==> src/rtl/logs_freq_meter.sv <==
// logs_freq_meter: measures a square wave's rise-to-rise period in step ticks and divides 2^N by it.
// Defining LOGS_FMETER_DEGLITCH_EN adds a two-sample debounce on snd_in.
module logs_freq_meter #(
  parameter int N = 5,
  parameter int W = 7
) (
  input  logic         clk,
  input  logic         reset,
  input  logic         step,
  input  logic         snd_in,
  output logic [N-2:0] freq_out,
  output logic         valid,
  output logic         locked
);

  localparam int IW = $clog2(N + 1);
  localparam logic [W-1:0]  CNT_MAX   = '1;
  localparam logic [W-1:0]  CNT_TMO   = CNT_MAX - W'(1);
  localparam logic [N:0]    DIVIDEND  = {1'b1, {N{1'b0}}};
  localparam logic [N-2:0]  FREQ_MAX  = '1;
  localparam logic [IW-1:0] ITER_LAST = IW'(N);

  typedef enum logic [1:0] {IDLE, DIV, DONE} state_t;
  state_t state_reg, state_next;

  logic          s;
  logic          prev_reg;
  logic          first_reg;
  logic [W-1:0]  cnt_reg;
  logic [W:0]    p_reg;
  logic [W:0]    rem_reg;
  logic [W+1:0]  rem_shift;
  logic [W:0]    rem_next;
  logic [N:0]    quo_reg;
  logic [N:0]    dvd_reg;
  logic [IW-1:0] iter_reg;
  logic          q_bit;
  logic          rise;
  logic          timeout;
  logic          accept;
  logic [N-2:0]  freq_sat;

`ifdef LOGS_FMETER_DEGLITCH_EN
  logic s_reg;
  logic pend_reg;

  // A new level is taken on the second consecutive differing sample, so edges lag by one step.
  assign s = (pend_reg && (snd_in != s_reg)) ? snd_in : s_reg;

  always_ff @(posedge clk or posedge reset) begin
    if (reset) begin
      s_reg    <= 1'b0;
      pend_reg <= 1'b0;
    end else if (step) begin
      s_reg    <= s;
      pend_reg <= (snd_in != s_reg) && !pend_reg;
    end
  end
`else
  assign s = snd_in;
`endif

  assign rise    = step & s & ~prev_reg;
  assign timeout = step & ~rise & (cnt_reg == CNT_TMO);
  assign accept  = rise & ~first_reg & (state_reg == IDLE);

  always_comb begin
    rem_shift = {rem_reg, dvd_reg[N]};
    q_bit     = (rem_shift >= {1'b0, p_reg});
    rem_next  = q_bit ? (W+1)'(rem_shift - {1'b0, p_reg}) : rem_shift[W:0];
    freq_sat  = (quo_reg > {2'b00, FREQ_MAX}) ? FREQ_MAX : quo_reg[N-2:0];
  end

  always_comb begin
    state_next = state_reg;
    case (state_reg)
      IDLE:    if (accept) state_next = DIV;
      DIV:     if (iter_reg == ITER_LAST) state_next = DONE;
      DONE:    state_next = IDLE;
      default: state_next = IDLE;
    endcase
    if (timeout) state_next = IDLE;
  end

  always_ff @(posedge clk or posedge reset) begin
    if (reset) state_reg <= IDLE;
    else       state_reg <= state_next;
  end

  always_ff @(posedge clk or posedge reset) begin
    if (reset) begin
      prev_reg  <= 1'b0;
      first_reg <= 1'b1;
      cnt_reg   <= '0;
      p_reg     <= '0;
      rem_reg   <= '0;
      quo_reg   <= '0;
      dvd_reg   <= '0;
      iter_reg  <= '0;
      freq_out  <= '0;
      valid     <= 1'b0;
      locked    <= 1'b0;
    end else begin
      valid <= 1'b0;
      if (step) begin
        prev_reg <= s;
        if (rise)                    cnt_reg <= '0;
        else if (cnt_reg != CNT_MAX) cnt_reg <= cnt_reg + W'(1);
      end
      if (rise) first_reg <= 1'b0;

      if (accept) begin
        p_reg    <= {1'b0, cnt_reg} + (W+1)'(1);
        rem_reg  <= '0;
        quo_reg  <= '0;
        dvd_reg  <= DIVIDEND;
        iter_reg <= '0;
      end

      // Restoring division: one quotient bit per clock, dividend MSB first.
      if (state_reg == DIV) begin
        rem_reg  <= rem_next;
        quo_reg  <= {quo_reg[N-1:0], q_bit};
        dvd_reg  <= {dvd_reg[N-1:0], 1'b0};
        iter_reg <= iter_reg + IW'(1);
      end

      if (timeout) begin
        freq_out  <= '0;
        valid     <= 1'b1;
        locked    <= 1'b0;
        first_reg <= 1'b1;
      end else if (state_reg == DONE) begin
        freq_out <= freq_sat;
        valid    <= 1'b1;
        locked   <= 1'b1;
      end
    end
  end

endmodule
==> config.mk <==
export PLATFORM = sky130hd
export DESIGN_NAME = logs_freq_meter
export DESIGN_NICKNAME = d
export VERILOG_FILES = /design/src/rtl/logs_freq_meter.sv
export SDC_FILE = /design/constraint.sdc
export NUM_CORES = 1
export LEC_CHECK = 0
export ABC_AREA = 1
export CELL_PAD_IN_SITES_DETAIL_PLACEMENT = 1
export CELL_PAD_IN_SITES_GLOBAL_PLACEMENT = 1
export CORE_UTILIZATION = 45
export DETAILED_ROUTE_END_ITERATION = 16
export PLACE_DENSITY_LB_ADDON = 0.05
export REMOVE_ABC_BUFFERS = 1
export SLEW_MARGIN = 20
export SYNTH_ARGS = -nofsm -noshare
export SYNTH_HDL_FRONTEND = slang
export SYNTH_SLANG_ARGS = --single-unit
export TNS_END_PERCENT = 10
==> constraint.sdc <==
create_clock -name clk -period 1.9 [get_ports clk]
set_clock_uncertainty 0.15 [all_clocks]
set_input_delay 0.38 -clock clk [delete_from_list [all_inputs] [get_ports clk]]
set_output_delay 0.38 -clock clk [all_outputs]
set_load 0.02 [all_outputs]
==> metrics.txt, run 1 <==
fin area=0.00303 mm²; Clk Latency, worst-skew pair=0.29 ns; Seq pwr share=0.266; startpoint class of the critical path=flop; Ys Warns=0; die area=0.00559 mm²; CP Capture Type=flop; Worst Hold Class=input port to async pin; Ports=10; WP data required=1.94 ns; clk slew on worst S/H paths=0.08 ns; EDFF count, synth=0; drt first pass iters=4; final worst path period share=0.970; share of layout cells above drive strength 1=0.234; maximum vdd drop=0.670 mV; dominant cell by count in the synthesized netlist=nand2_1; status=complete, no violations; global-route wire length before repair=9270 µm; Worst Path Buf+Inv=2; Final ANT Viol Nets=0; post-synth top area cell=dfrtp_1; gpl congestion=0.757; total grt overflow=0; Mapped Cells=291; initial antenna violation count=0; Remaining DRCs=0; area delta synth->final=27.1%; Via-to-Cell Ratio=4.97; Initial Util=0.466; CTS Buf Count=5; CP max stage cell=dfrtp_1; Critical Path AT=1.88 ns; First DRT Iteration DRCs=88; ANT cells=0; placed cell area=0.00277 mm²; final hold violation count=0; Yosys reg bits=43; core area=0.00511 mm²; Power Internal=0.00316 W; Post-synth top flop=dfrtp_1; H-tree lvl count=2; syn_area_per_cell=8.18 µm²; f_max=542 MHz; logic gate share of total power=0.634; number of global-route vias before repair=1,909; Setup-failing EPs final=0; IO Port Bufs=9; cell leakage power=1.47 nW; fraction of registers with async set/reset=1.00; Setup WS post-layout=0.0562 ns; synth cell count leaders=nand2_1, inv_1, dfrtp_1, nand3_1, nor2_1; CTS Hold Bufs=0; Synth top area share=0.441; Final nets=353; Max Slew Vio Count=0; Least-Margin Pin Slew=0.321 ns; Crit path max-delay family=simple AND/OR/NAND/NOR gates; Vias=2,022; dominant cells by area after synthesis=dfrtp_1, nand2_1, inv_1; worst-path fanout max=6; Max Cap Viol=0; post-DP HPWL=4110 µm; Final Power=0.00573 W; post-layout minimum cycle time=1.84 ns; final WL=5890 µm; sequential share of the synthesized area=0.452; CTS tree=built; Site Rows=26; Switch Pwr=0.00258 W; WL per Instance=14.5 µm; worst setup path category=flop to flop; CP Cell Sequence=ha_4, nand2_1, nor2_2, inv_1, nor2_4, nor2_4, buf_12, nand3b_1, nand3_1, nand2_1; sw frac=0.449; Root Buffer=clkbuf_8; Max clock buf depth=2; Clock Power Share=0.100; Yosys cell types=29; largest net degree at the start of global routing=44; Worst path max stage delay=0.43 ns; Setup WS pre-CTS=-0.0778 ns; mapped cell area=0.00238 mm²; Die Ht=74.7 µm; Slew headroom=0.786; Die X=74.7 µm; clock sink count=43; PwrDens=1890 mW/mm²; gr usage total=0.227
==> per-stage QoR <==
| stage | hold slack [ns] | setup TNS (ns) | util | std cells |
|---|---|---|---|---|
| 6_report | 0.278 | 0 | 0.592 | 407 |
| 2_1_floorplan | 0.303 | 0 | - | 289 |
| 4_1_cts | 0.298 | 0 | 0.570 | 402 |
| 3_3_place_gp | 0.316 | -0.191 | 0.543 | 393 |
| 5_1_grt | 0.310 | -0.184 | 0.592 | 407 |
| 3_5_place_dp | 0.342 | -0.486 | 0.543 | 393 |
==> logic make-up after synthesis <==
family,share of synthesized area
and+or+nand+nor,0.274
DFF,0.452
AOI/OAI and AO/OA,0.0878
adders and majority gates,0.0715
buffers and inverters,0.0846
xor gates and xnor gates,0.0294
==> worst min-delay path: stages <==
cell and delay (ns):
clkdlybuf4s50_1 0.40, clkinv_1 0.08, buf_12 0.23
==> worst paths after layout <==
check / start / to / slack (ns) / depth (start not counted)
max reg2reg: rem_reg[1] / rem_reg[6] / 0.06 / 10
max in group asynchronous: reset / first_reg / 1.04 / 3
min: reset / rem_reg[6] / 0.28 / 3
min reg2reg: first_reg / first_reg / 0.35 / 2
max: rem_reg[1] / rem_reg[6] / 0.06 / 10
min in group clk: first_reg / first_reg / 0.35 / 2
==> cell usage in the layout, fill, tap and decap left out, types with 6 or more instances in the layout <==
master / instances
inv_1: 39
inv_2: 11
dfrtp_1: 42
buf_4: 26
nor2_1: 18
nand2_2: 10
ha_4: 7
nand3_1: 23
clkdlybuf4s50_1: 9
o21ai_0: 16
nand2_1: 67
xor2_1: 6
o22ai_1: 11
==> power groups by stage <==
| stage | registers, W | logic (W) | clock network (W) |
|---|---|---|---|
| 2_1_floorplan | 0.00152 | 0.00203 | 0 |
| 4_1_cts | 0.00150 | 0.00336 | 0.000593 |
| 3_3_place_gp | 0.00148 | 0.00315 | 0 |
| 6_report | 0.00152 | 0.00364 | 0.000574 |
| 5_1_grt | 0.00156 | 0.00410 | 0.000634 |
| 3_5_place_dp | 0.00149 | 0.00322 | 0 |
==> area by class of cell <==
type	instances	area, µm²
clock inverters	1	5.00
clock buffers	7	76.3
fillers	649	2080
inverters	51	191
multi-input cells	196	1230
well taps	70	87.6
repair buffers	39	357
flip-flops and latches	43	1080
==> what timing repair did <==
item / in CTS / in global routing
gates resized for setup: 7 / 21
pin swaps: 2 / 5
setup buffers: 0 / 5
gates cloned: 1 / 0
endpoints found under the setup margin: 8 / 12
==> metal layers <==
metal | global-route usage | share of wire | routed length, µm
met1 | 0.311 | 0.48 | 2830
met5 | 0 | 0 | 0
met3 | 0.0321 | 0.013 | 77
met2 | 0.371 | 0.49 | 2870
met4 | 0.0755 | 0.018 | 103
Power figures use the tool's default switching activity.
==> inputs of run 2 (changes only) <==
--- a/config.mk
+++ b/config.mk
@@ -12,6 +12,7 @@
 export DETAILED_ROUTE_END_ITERATION = 16
 export PLACE_DENSITY_LB_ADDON = 0.05
 export REMOVE_ABC_BUFFERS = 1
+export SETUP_SLACK_MARGIN = 0.2
 export SLEW_MARGIN = 20
 export SYNTH_ARGS = -nofsm -noshare
 export SYNTH_HDL_FRONTEND = slang
==> run 2 against run 1 <==
Effect of this change:
- worst setup slack better by 0.035 ns
- hold slack got worse by 0.00093 ns
- power up 2.3%
- critical path depth unchanged
- critical path type unchanged
- largest cell class unchanged
==> metrics.txt, run 2 (synthesis results as in run 1) <==
Ports=10 (unchanged); Power Internal=0.00325 W (+2.8%); final WL=5870 µm (-0.22%); Worst setup startpoint=rem_reg[5]; CTS tree=built; sw frac=0.446 (-0.00301); RSZ-0062 raised after global routing=true; CTS Buf Count=5 (unchanged); Reg-to-Reg Start=rem_reg[5]; Switch Pwr=0.00262 W (+1.6%); Least-Margin Pin Slew=0.318 ns (-0.00318 ns); IO Port Bufs=9 (unchanged); Seq pwr share=0.260 (-0.006); Max Cap Viol=0 (unchanged); clk slew on worst S/H paths=0.08 ns (about the same); commonest cells after routing, fill and taps aside=nand2_1, dfrtp_1, inv_1; Max clock buf depth=2 (unchanged); placed cell area=0.00277 mm² (unchanged); WL per Instance=14.3 µm (-0.95%); gpl congestion=0.757 (unchanged); worst setup path category=flop to flop; commonest non-fill, non-tap cell in the layout=nand2_1; Setup-failing EPs final=0 (unchanged); area delta synth->final=32.1%; CTS Hold Bufs=0 (unchanged); Critical Path AT=1.85 ns (-0.03 ns); Vias=2,032 (+0.49%); Initial Util=0.466 (unchanged); final worst path period share=0.952 (-0.0184); cell leakage power=1.57 nW (+6.9%); Root Buffer=clkbuf_8; cell repeated most along the worst path=nand2_2; WP data required=1.94 ns (about the same); f_max=553 MHz (+1.9%); maximum vdd drop=0.709 mV (+5.7%); Final ANT Viol Nets=0 (unchanged); First DRT Iteration DRCs=76 (-14%); CP Cell Sequence=ha_4, nand2_2, nand2_2, nand2_2, nand2_2, nor2_4, buf_12, nand3b_1, nand3_2, nand2_1; Slew headroom=0.787 (+0.00155); startpoint class of the critical path=flop; Die Ht=74.7 µm (unchanged); H-tree lvl count=2 (unchanged); share of layout cells above drive strength 1=0.285 (+0.0509); Max Slew Vio Count=0 (unchanged); worst-path fanout max=6 (unchanged); logic gate share of total power=0.642 (+0.008); initial antenna violation count=0 (unchanged); drt first pass iters=4 (unchanged); largest net degree at the start of global routing=44 (unchanged); Site Rows=26 (unchanged); number of global-route vias before repair=2,045 (+7.1%); Remaining DRCs=0 (unchanged); final hold violation count=0 (unchanged); R2R setup slack=0.09 ns (+0.04 ns); Critical Path End=rem_reg[6]; clock sink count=43 (unchanged); global-route wire length before repair=9940 µm (+7.1%); Clock Power Share=0.098 (-0.002); worst flop-to-flop path endpoint=rem_reg[6]; PwrDens=1860 mW/mm² (-1.6%); Worst path max stage delay=0.43 ns (about the same); post-DP HPWL=4110 µm (unchanged); Worst Hold Class=input port to async pin; Clk Latency, worst-skew pair=0.29 ns (about the same); status=complete, no violations; post-layout minimum cycle time=1.81 ns (-0.0350 ns); CP max stage cell=dfrtp_1; die area=0.00559 mm² (unchanged); Die X=74.7 µm (unchanged); core area=0.00511 mm² (unchanged); gr usage total=0.244 (+0.0169); total grt overflow=0 (unchanged); Via-to-Cell Ratio=4.96 (-0.24%); ANT cells=0 (unchanged); Final nets=356 (+0.85%); r2r worst-path depth=10 (unchanged); CP Capture Type=flop; setup TNS=0 ns (unchanged); fin area=0.00314 mm² (+3.9%)
==> run 2: changes by cell type in the layout (fill, tap and decap cells not counted), moves of 3 or more <==
cell             delta
o22ai_2             +4
inv_1               -3
inv_2               +3
dlymetal6s2s_1      +6
o22ai_1             -4
clkdlybuf4s50_1     -7
==> run 2: worst min-delay path by stage <==
| stage | start | to | cells past startpoint |
|---|---|---|---|
| 6_report | reset | rem_reg[6] | 3 |
| 5_1_grt | reset | rem_reg[6] | 3 |
| 4_1_cts | reset | rem_reg[5] | 3 |
| 3_5_place_dp | rem_reg[3] | rem_reg[3] | 2 |
| 3_3_place_gp | p_reg[3] | p_reg[3] | 2 |
| 2_1_floorplan | p_reg[3] | p_reg[3] | 2 |
==> run 2: final cells by class <==
class	count	area, µm²
repair buffers	42	397
clock buffers	7	76.3
fillers	626	1960
clock inverters	1	5.00
inverters	51	191
multi-input cells	196	1310
well taps	70	87.6
flip-flops and latches	43	1080
==> run 2: timing repair <==
action | in CTS | in global routing
resized for setup | 27 | 28
endpoints found under the setup margin | 15 | 32
setup buffers | 8 | 0
pin swaps | 12 | 18
gates cloned | 1 | 0
==> run 2: metal layers <==
layer,GRT usage,vias up,part of all wire,wire (µm)
met4,0.0943,0,0.019,109
met2,0.402,20,0.49,2870
met5,0,-,0,0
met3,0.0361,10,0.019,112
li1,-,1029,-,-
met1,0.325,973,0.47,2780
==> run 2: worst max-delay path, delay by kind of cell (launching register included) <==
kind	cells	cell delay, ns
simple gates	8	0.68
buf+inv	1	0.15
flops	1	0.43
fa+ha+maj	1	0.28
==> run 2: per-stage QoR <==
stage / worst slack (ns) / hold slack (ns) / total power, W / util / cells
2_1_floorplan: 0.160 / 0.303 / 0.00354 / - / 289
3_3_place_gp: -0.0450 / 0.316 / 0.00462 / 0.543 / 393
6_report: 0.0913 / 0.277 / 0.00586 / 0.616 / 410
5_1_grt: -0.00375 / 0.307 / 0.00645 / 0.616 / 410
4_1_cts: 0.101 / 0.298 / 0.00573 / 0.595 / 410
3_5_place_dp: -0.0778 / 0.342 / 0.00471 / 0.543 / 393
==> run 2: power groups by stage <==
| stage | Sequential (W) | Clock, W | Combinational [W] |
|---|---|---|---|
| 3_5_place_dp | 0.00149 | 0 | 0.00322 |
| 2_1_floorplan | 0.00152 | 0 | 0.00203 |
| 3_3_place_gp | 0.00148 | 0 | 0.00315 |
| 4_1_cts | 0.00151 | 0.000593 | 0.00363 |
| 6_report | 0.00152 | 0.000573 | 0.00376 |
| 5_1_grt | 0.00157 | 0.000634 | 0.00424 |
==> inputs of run 3 (changes only) <==
--- a/config.mk
+++ b/config.mk
@@ -6,8 +6,10 @@
 export NUM_CORES = 1
 export LEC_CHECK = 0
 export ABC_AREA = 1
+export CAP_MARGIN = 10
 export CELL_PAD_IN_SITES_DETAIL_PLACEMENT = 1
 export CELL_PAD_IN_SITES_GLOBAL_PLACEMENT = 1
+export CORE_MARGIN = 2
 export CORE_UTILIZATION = 45
 export DETAILED_ROUTE_END_ITERATION = 16
 export PLACE_DENSITY_LB_ADDON = 0.05
==> run 3 against run 2 <==
Effect of this change:
- global-route usage up 0.20 points
- hold slack got worse by 0.0094 ns
- power rose by 5.1%
- first-iteration DRC count is 6.6% higher
- non-clock buffer count rose by 1
- die area up 5.4%
- via count grew 4.3%
- sequential share of layout area increased by 0.46 points
- final area is 1.6% lower
- maximum frequency down 1.7%
- register-to-register slack got worse by 0.03 ns
- combinational power up 3%
- critical path type unchanged
- critical endpoint is now rem_reg[3]
==> metrics.txt, run 3 (synthesis results as in run 1) <==
Final ANT Viol Nets=0 (unchanged); total grt overflow=0 (unchanged); gpl congestion=0.810 (+6.9%); Setup WS pre-CTS=-0.130 ns (-0.0525 ns); RSZ-0062 raised after global routing=true; WL per Instance=16.6 µm (+16%); clock sink count=43 (unchanged); WP data required=1.95 ns (about the same); Via-to-Cell Ratio=5.16 (+4.1%); Setup-failing EPs final=0 (unchanged); Site Rows=26 (unchanged); status=complete, no violations; Critical Path End=rem_reg[3]; gr usage total=0.246 (+0.00203); Max clock buf depth=2 (unchanged); Clk Latency, worst-skew pair=0.30 ns (about the same); Slew headroom=0.791 (+0.00387); Ports=10 (unchanged); Vias=2,120 (+4.3%); IO Port Bufs=9 (unchanged); Root Buffer=clkbuf_8; r2r worst-path depth=10 (unchanged); fin area=0.00310 mm² (-1.6%); Max Cap Viol=0 (unchanged); final hold violation count=0 (unchanged); worst-path fanout max=6 (unchanged); First DRT Iteration DRCs=81 (+6.6%); Worst Hold Class=input port to async pin; post-layout util=0.606 (-0.00955); global-route wire length before repair=11,300 µm (+14%); R2R setup slack=0.06 ns (-0.03 ns); worst setup path category=flop to flop; CTS Hold Bufs=0 (unchanged); worst flop-to-flop path endpoint=rem_reg[3]; Max Slew Vio Count=0 (unchanged); ANT cells=0 (unchanged); Die X=76.7 µm (+2.7%); final worst path period share=0.968 (+0.0160); CTS Buf Count=5 (unchanged); setup TNS=0 ns (unchanged); Reg-to-Reg Start=rem_reg[5]; post-layout minimum cycle time=1.84 ns (+0.0304 ns); Critical Path AT=1.89 ns (+0.04 ns); number of global-route vias before repair=2,337 (+14%); CTS tree=built; commonest cells after routing, fill and taps aside=nand2_1, dfrtp_1, inv_1; maximum vdd drop=0.931 mV (+31%); area delta synth->final=30.0%; clk slew on worst S/H paths=0.09 ns (about the same); share of layout cells above drive strength 1=0.273 (-0.0126); drt first pass iters=4 (unchanged); Final Power=0.00616 W (+5.1%); post-DP HPWL=4460 µm (+8.4%); Worst setup startpoint=rem_reg[5]; Initial Util=0.466 (unchanged); cell leakage power=1.51 nW (-4.0%); Setup WS post-layout=0.0609 ns (-0.0304 ns); die area=0.00589 mm² (+5.4%); Die Ht=76.7 µm (+2.7%); commonest non-fill, non-tap cell in the layout=nand2_1; f_max=544 MHz (-1.7%); Least-Margin Pin Slew=0.313 ns (-0.00465 ns); placed cell area=0.00275 mm² (-0.72%); startpoint class of the critical path=flop; CP Capture Type=flop; Final nets=357 (+0.28%); core area=0.00511 mm² (unchanged); initial antenna violation count=0 (unchanged); final WL=6830 µm (+16%); H-tree lvl count=2 (unchanged); largest net degree at the start of global routing=44 (unchanged); Remaining DRCs=0 (unchanged); PwrDens=1990 mW/mm² (+6.7%)
==> run 3: report_power, final <==
part / internal (W) / total, W / switching, W
registers: 0.00126 / 0.00153 / 0.000264
clock network: 0.000392 / 0.000739 / 0.000347
logic: 0.00170 / 0.00389 / 0.00220
==> run 3: area by class of cell <==
class	count	area (µm²)
clock inverters	3	43.8
flip-flops and latches	43	1080
clock buffers	5	68.8
well taps	70	87.6
repair buffers	43	373
inverters	51	191
fillers	635	2010
multi-input cells	196	1250
==> run 3: worst min-delay path by stage <==
stage	from	slack, ns	endpoint	cells past startpoint
final	reset	0.27	rem_reg[5]	3
after global routing	reset	0.31	rem_reg[7]	3
after CTS	reset	0.28	rem_reg[5]	3
after detailed placement	first_reg	0.34	first_reg	2
after global placement	p_reg[3]	0.32	p_reg[3]	2
after floorplan	p_reg[3]	0.30	p_reg[3]	2
==> run 3: critical path: stages, from the launching register on <==
cell and delay (ns):
dfrtp_1 0.44, ha_4 0.29, nand2_2 0.07, nand2_2 0.06
nand2_2 0.07, nand2_2 0.06, nor2_4 0.19, buf_6 0.16
nand3b_1 0.10, nand3_1 0.10, nand2_1 0.05
==> run 3: stage by stage <==
step / hold WS [ns] / cells
floorplan: 0.303 / 289
global route: 0.306 / 411
CTS: 0.281 / 407
finish: 0.267 / 411
detailed placement: 0.340 / 392
global placement: 0.320 / 392
==> run 3: metal layers <==
metal	GRT usage	vias up	wire (µm)
met1	0.298	1044	2990
li1	-	1028	-
met2	0.439	32	3530
met4	0.0855	0	143
met3	0.0424	16	169
met5	0	-	0
==> run 3: timing repair <==
item / in CTS / in global routing
endpoints found under the setup margin: 20 / 30
buffers inserted: 6 / 4
gates cloned: 1 / 0
pin swaps: 8 / 12
resized for setup: 27 / 10
